**config.mk**
```make
export PLATFORM = sky130hd
export DESIGN_NAME = tcp_tx_builder
export DESIGN_NICKNAME = d
export VERILOG_FILES = /design/src/rtl/tcp_tx_builder.sv
export SDC_FILE = /design/constraint.sdc
export NUM_CORES = 1
export LEC_CHECK = 0
export CAP_MARGIN = 20
export CORE_MARGIN = 5
export CORE_UTILIZATION = 53
export CTS_BUF_LIST = sky130_fd_sc_hd__clkbuf_4 sky130_fd_sc_hd__clkbuf_8
export CTS_CLUSTER_SIZE = 30
export DETAILED_ROUTE_END_ITERATION = 10
export HOLD_SLACK_MARGIN = 0.06
export PLACE_DENSITY = 0.82
export SYNTH_ARGS = -nofsm -noshare
export SYNTH_HDL_FRONTEND = slang
export SYNTH_SLANG_ARGS = --single-unit
```
**constraint.sdc**
```tcl
create_clock -name clk -period 6.9 [get_ports clk]
set_input_delay 1.38 -clock clk [delete_from_list [all_inputs] [get_ports clk]]
set_output_delay 1.38 -clock clk [all_outputs]
set_load 0.005 [all_outputs]
```
**src/rtl/tcp_tx_builder.sv**
```systemverilog
// TCP segment builder: emits a 20-byte TCP header, then the payload bytes.
// Define TCP_TX_MSS_OPT_EN to append the 4-byte MSS option on SYN segments.
`ifndef INPUTWIDTH
`define INPUTWIDTH 8
`endif

module tcp_tx_builder #(
    parameter int          DATA_WIDTH = `INPUTWIDTH,
    parameter logic [15:0] MSS_VALUE  = 16'd1460
) (
    input  logic                  clk,
    input  logic                  rst,
    input  logic                  meta_valid,
    output logic                  meta_ready,
    input  logic [15:0]           meta_src_port,
    input  logic [15:0]           meta_dst_port,
    input  logic [31:0]           meta_seq_num,
    input  logic [31:0]           meta_ack_num,
    input  logic [7:0]            meta_flags,
    input  logic [15:0]           meta_window_size,
    input  logic [15:0]           meta_payload_len,
    input  logic [DATA_WIDTH-1:0] s_axis_tdata,
    input  logic                  s_axis_tvalid,
    output logic                  s_axis_tready,
    input  logic                  s_axis_tlast,
    output logic [DATA_WIDTH-1:0] m_axis_tdata,
    output logic                  m_axis_tvalid,
    input  logic                  m_axis_tready,
    output logic                  m_axis_tlast,
    output logic                  err_short
);

    typedef enum logic [1:0] {
        IDLE,
        HEADER,
        PAYLOAD
    } state_t;

    state_t      state;
    state_t      state_nxt;
    logic [15:0] src_q;
    logic [15:0] dst_q;
    logic [31:0] seq_q;
    logic [31:0] ack_q;
    logic [7:0]  flags_q;
    logic [15:0] win_q;
    logic [15:0] len_q;
    logic [15:0] cnt;
    logic [4:0]  idx;
    logic [4:0]  hdr_last;
    logic [3:0]  doff;
    logic [7:0]  hdr_byte;
    logic        pay_end;
    logic        err_q;

`ifdef TCP_TX_MSS_OPT_EN
    always_comb begin
        hdr_last = flags_q[1] ? 5'd23 : 5'd19;
        doff     = flags_q[1] ? 4'd6 : 4'd5;
    end
`else
    assign hdr_last = 5'd19;
    assign doff     = 4'd5;
`endif

    assign pay_end   = (cnt + 16'd1) == len_q;
    assign err_short = err_q;

    always_comb begin
        hdr_byte = 8'h00;
        unique case (idx)
            5'd0:    hdr_byte = src_q[15:8];
            5'd1:    hdr_byte = src_q[7:0];
            5'd2:    hdr_byte = dst_q[15:8];
            5'd3:    hdr_byte = dst_q[7:0];
            5'd4:    hdr_byte = seq_q[31:24];
            5'd5:    hdr_byte = seq_q[23:16];
            5'd6:    hdr_byte = seq_q[15:8];
            5'd7:    hdr_byte = seq_q[7:0];
            5'd8:    hdr_byte = ack_q[31:24];
            5'd9:    hdr_byte = ack_q[23:16];
            5'd10:   hdr_byte = ack_q[15:8];
            5'd11:   hdr_byte = ack_q[7:0];
            5'd12:   hdr_byte = {doff, 4'h0};
            5'd13:   hdr_byte = flags_q;
            5'd14:   hdr_byte = win_q[15:8];
            5'd15:   hdr_byte = win_q[7:0];
`ifdef TCP_TX_MSS_OPT_EN
            5'd20:   hdr_byte = 8'h02;
            5'd21:   hdr_byte = 8'h04;
            5'd22:   hdr_byte = MSS_VALUE[15:8];
            5'd23:   hdr_byte = MSS_VALUE[7:0];
`endif
            // checksum and urgent pointer stay zero; checksum is filled downstream
            default: hdr_byte = 8'h00;
        endcase
    end

    always_comb begin
        state_nxt     = state;
        meta_ready    = 1'b0;
        m_axis_tvalid = 1'b0;
        m_axis_tlast  = 1'b0;
        m_axis_tdata  = '0;
        s_axis_tready = 1'b0;
        unique case (state)
            IDLE: begin
                meta_ready = !rst;
                if (meta_valid) state_nxt = HEADER;
            end
            HEADER: begin
                m_axis_tvalid = 1'b1;
                m_axis_tdata  = DATA_WIDTH'(hdr_byte);
                m_axis_tlast  = (idx == hdr_last) && (len_q == 16'd0);
                if (m_axis_tready && idx == hdr_last)
                    state_nxt = (len_q == 16'd0) ? IDLE : PAYLOAD;
            end
            PAYLOAD: begin
                m_axis_tdata  = s_axis_tdata;
                m_axis_tvalid = s_axis_tvalid;
                s_axis_tready = m_axis_tready;
                // an early source tlast closes the segment short
                m_axis_tlast  = pay_end || s_axis_tlast;
                if (s_axis_tvalid && m_axis_tready && m_axis_tlast)
                    state_nxt = IDLE;
            end
            default: state_nxt = IDLE;
        endcase
    end

    always_ff @(posedge clk or posedge rst) begin
        if (rst) state <= IDLE;
        else     state <= state_nxt;
    end

    always_ff @(posedge clk or posedge rst) begin
        if (rst) begin
            src_q   <= '0;
            dst_q   <= '0;
            seq_q   <= '0;
            ack_q   <= '0;
            flags_q <= '0;
            win_q   <= '0;
            len_q   <= '0;
            cnt     <= '0;
            idx     <= '0;
            err_q   <= 1'b0;
        end else begin
            err_q <= 1'b0;
            unique case (state)
                IDLE: begin
                    idx <= '0;
                    cnt <= '0;
                    if (meta_valid) begin
                        src_q   <= meta_src_port;
                        dst_q   <= meta_dst_port;
                        seq_q   <= meta_seq_num;
                        ack_q   <= meta_ack_num;
                        flags_q <= meta_flags;
                        win_q   <= meta_window_size;
                        len_q   <= meta_payload_len;
                    end
                end
                HEADER: begin
                    if (m_axis_tready) idx <= idx + 5'd1;
                end
                PAYLOAD: begin
                    if (s_axis_tvalid && m_axis_tready) begin
                        cnt   <= cnt + 16'd1;
                        err_q <= s_axis_tlast && !pay_end;
                    end
                end
                default: ;
            endcase
        end
    end

endmodule

```
==> impl_metrics.env <==
export IMPL_dr_pass1_iters=5
export IMPL_arrival_ns=4.02
export IMPL_syn_area_um2=7933
export IMPL_crit_slowest_cell="nor4_1"
export IMPL_cts_buffers_inserted=17
export IMPL_p_per_area_nw_per_um2=374.7
export IMPL_path_clk_slew_ns=0.09
export IMPL_rsz0062_at_grt="no"
export IMPL_fmax_mhz=185.1
export IMPL_ctsHoldBuffers=0
export IMPL_port_buffer_count=162
export IMPL_hold_path_depth=1
export IMPL_worstSetupPathType="register to output pin"
export IMPL_area_growth_pct=26.15
export IMPL_stdcell_area_um2=10010
export IMPL_antenna_left=0
export IMPL_antenna_found_initial=0
export IMPL_critPathRequiredTime_ns=5.52
export IMPL_status="finished, final reports clean"
export IMPL_swShare_pct=34.64
export IMPL_start_util_pct=54.37
export IMPL_p_comb_share_pct=36.8
export IMPL_cp_max_fo=13
export IMPL_maxSlewViolCount=0
export IMPL_drive_gt1_share_pct=22.57
export IMPL_ys_warn_count=0
export IMPL_syn_num_nets=831
export IMPL_period_minus_slack_ns=5.402
export IMPL_vias=6236
export IMPL_grt_pass1_vias=6530
export IMPL_max_stage_delay_ns=0.60
export IMPL_tritoncts="built"
export IMPL_placed_area_um2=9614
export IMPL_final_nets=980
export IMPL_cts_max_path_buffers=2
export IMPL_place_ws_ns=2.008
export IMPL_die_x_um=132.3
export IMPL_power_share_sequential_pct=44.5
export IMPL_rows=44
export IMPL_cts_sinks=160
export IMPL_setup_tns_final_ns=0
export IMPL_synthCells=672
export IMPL_io_pins=163
export IMPL_end_kind="output pin"
export IMPL_globalplace_congestion=0.8869
export IMPL_worstSetupStartpointType="register"
export IMPL_slew_headroom_pct=20.81
export IMPL_finalSetupViolCount=0
export IMPL_grt_max_degree=86
export IMPL_power_frac_clock_pct=18.7
export IMPL_cts_repair_resized=0
export IMPL_synth_top_flop_cell="dfrtp_1"
export IMPL_grt_usage_pct=26.11
export IMPL_multi_input_area_um2=3671
export IMPL_cts_root_buf="clkbuf_8"
export IMPL_drt_iter0_drc=702
export IMPL_synth_async_reset_ratio_pct=100.0
export IMPL_drc=0
export IMPL_crit_buf_inv=1
export IMPL_p_total_mw=3.749
export IMPL_syn_avg_cell_area_um2=11.80
export IMPL_seq_area_frac_synth_pct=50.47
export IMPL_die_h_um=132.3
export IMPL_coreArea_um2=14590
export IMPL_hold_viol=0
export IMPL_antenna_cells=0
export IMPL_period_share_pct=78.29
export IMPL_wl_per_cell_um=22.51
export IMPL_postLayoutSetupSlackWorst_ns=1.498
export IMPL_hold_class="register to register"
export IMPL_clkLatencyLatePin_ns=0.47
export IMPL_cts_setup_buffers=0
export IMPL_regArea_um2=4004
export IMPL_power_leakage_nw=4.042
export IMPL_grt_pass1_wl_um=36110
export IMPL_h_tree_depth=4
export IMPL_worst_r2r_path_depth=8
export IMPL_synth_cell_types=60
export IMPL_ys_seq_elements=160
export IMPL_vdd_drop_max_v=0.0001921
export IMPL_crit_cells=9
export IMPL_power_internal_mw=2.451
export IMPL_cap_violations=0
export IMPL_path_delay_family="simple AND/OR/NAND/NOR gates"
export IMPL_skew_ns=0.01191
export IMPL_viasPerCell=6.132
export IMPL_synth_edff_count=0
export IMPL_path_cells="ha_1, nand3_1, nor4_1, xnor2_1, o211ai_1, o41ai_4, a21oi_1, nor2b_1, clkdlybuf4s50_1"
export IMPL_routed_wirelength_um=22900
export IMPL_p_sw_mw=1.299
export IMPL_dieArea_um2=17510
export IMPL_fill_cells=1061
export IMPL_hpwl_um=16580
export IMPL_overflow=0
export IMPL_worst_slew_pin_slew_ns=1.179
stage by stage:
step	instances	util [%]	hold WS, ns
global placement	986	65.90	0.4836
global route	1017	68.59	0.5312
detailed placement	986	65.90	0.4943
floorplan	672	-	0.4705
finish	1017	68.59	0.5159
CTS	1017	68.59	0.5144
cell type report:
| class | count | area share, % |
|---|---|---|
| well taps | 184 | 2.301 |
| clock inverters | 14 | 1.588 |
| flip-flops and latches | 160 | 40.01 |
| clock buffers | 17 | 2.338 |
| repair buffers | 167 | 16.58 |
| multi-input cells | 463 | 36.68 |
| inverters | 12 | 0.5001 |
state kept, by name (all words and copies together) (netlist names), 2 cells and up:
register / count
ack_q: 32
seq_q: 32
cnt: 16
dst_q: 16
len_q: 16
src_q: 16
win_q: 16
flags_q: 8
idx: 5
state: 2
worst paths after layout:
path	from	slack [ns]	to
worst max register to register	cnt[0]	3.58	state[0]
max in group asynchronous	rst	4.02	ack_q[13]
worst min register to register	seq_q[4]	0.52	seq_q[4]
worst min-delay path	seq_q[4]	0.52	seq_q[4]
min in group asynchronous	rst	1.43	src_q[14]
worst max-delay path	cnt[0]	1.50	m_axis_tlast
Yosys cell counts, types with 2 or more instances:
| cell | number | share of area (%) |
|---|---|---|
| nor2_1 | 26 | 1.2 |
| a222oi_1 | 8 | 1.0 |
| nor3_1 | 7 | 0.44 |
| xnor2_1 | 12 | 1.3 |
| mux2i_1 | 2 | 0.25 |
| clkbuf_1 | 24 | 1.1 |
| a2bb2oi_1 | 2 | 0.22 |
| dfrtp_1 | 160 | 50 |
| nand2_1 | 41 | 1.9 |
| nand3_1 | 17 | 1.1 |
| or3_1 | 2 | 0.16 |
| a31oi_1 | 2 | 0.16 |
| ha_1 | 9 | 1.4 |
| nand2b_1 | 4 | 0.32 |
| o211ai_1 | 3 | 0.28 |
| o41ai_1 | 2 | 0.22 |
| or3_2 | 2 | 0.19 |
| inv_1 | 12 | 0.57 |
| clkbuf_8 | 3 | 0.52 |
| a21oi_1 | 14 | 0.88 |
| o21ai_0 | 39 | 2.5 |
| xor2_1 | 6 | 0.66 |
| nand4_1 | 20 | 1.6 |
| o21a_1 | 2 | 0.19 |
| o31ai_1 | 3 | 0.28 |
| nor4_1 | 7 | 0.55 |
| and3_2 | 3 | 0.28 |
| a32o_1 | 2 | 0.25 |
| a22oi_1 | 46 | 4.4 |
| a21boi_0 | 8 | 0.76 |
| and2_1 | 4 | 0.32 |
| and3_1 | 4 | 0.32 |
| buf_6 | 6 | 0.85 |
| nand4_4 | 2 | 0.54 |
| mux2_2 | 136 | 19 |
| nor2b_1 | 8 | 0.63 |
cell usage in the layout (no fill, tap or decap), types with 3 or more instances in the layout:
master / n
a22oi_1: 46
nand4_1: 20
o21ai_0: 39
and3_1: 4
o31ai_1: 3
inv_1: 11
nor4_1: 7
and2_1: 4
inv_6: 3
ha_1: 9
clkinv_4: 3
nor2_1: 26
clkdlybuf4s50_1: 162
nand3_1: 17
a21boi_0: 8
clkinvlp_4: 3
mux2_2: 136
nand2b_1: 4
nor2b_1: 8
nor3_1: 7
xnor2_1: 12
clkbuf_8: 17
dfrtp_1: 160
nand2_1: 40
buf_4: 5
a222oi_1: 8
o211ai_1: 3
xor2_1: 6
a21oi_1: 14
and3_2: 3
routing by layer:
metal	part of all wire, %	GRT usage, %	vias up
met4	1.9	7.014	0
met2	48	41.12	310
met1	43	36.53	3076
met3	6.8	6.145	44
li1	-	-	2806
met5	0	0	-
kinds of logic after synthesis:
family / after synthesis / share of synthesized area (%)
xor+xnor: 18 / 1.987
compound gates: 143 / 12.74
mux: 138 / 19.56
buf+inv: 49 / 3.344
flops: 160 / 50.47
fa+ha+maj: 9 / 1.420
simple gates: 155 / 10.47
worst register-to-register path: stages (launching register included):
cell      delay [ns]
dfrtp_1         0.59
ha_1            0.35
nand3_1         0.39
nor4_1          0.60
xnor2_1         0.19
o211ai_1        0.19
o41ai_4         0.47
mux2i_1         0.15
a221o_1         0.27
power by group through the flow:
stage | sequential [mW] | combinational, mW | clock (mW)
2_1_floorplan | 1.56 | 1.00 | 0
3_3_place_gp | 1.64 | 1.32 | 0
3_5_place_dp | 1.67 | 1.36 | 0
4_1_cts | 1.66 | 1.38 | 0.710
5_1_grt | 1.71 | 1.49 | 0.753
6_report | 1.67 | 1.38 | 0.701
Power figures use the tool's default switching activity.
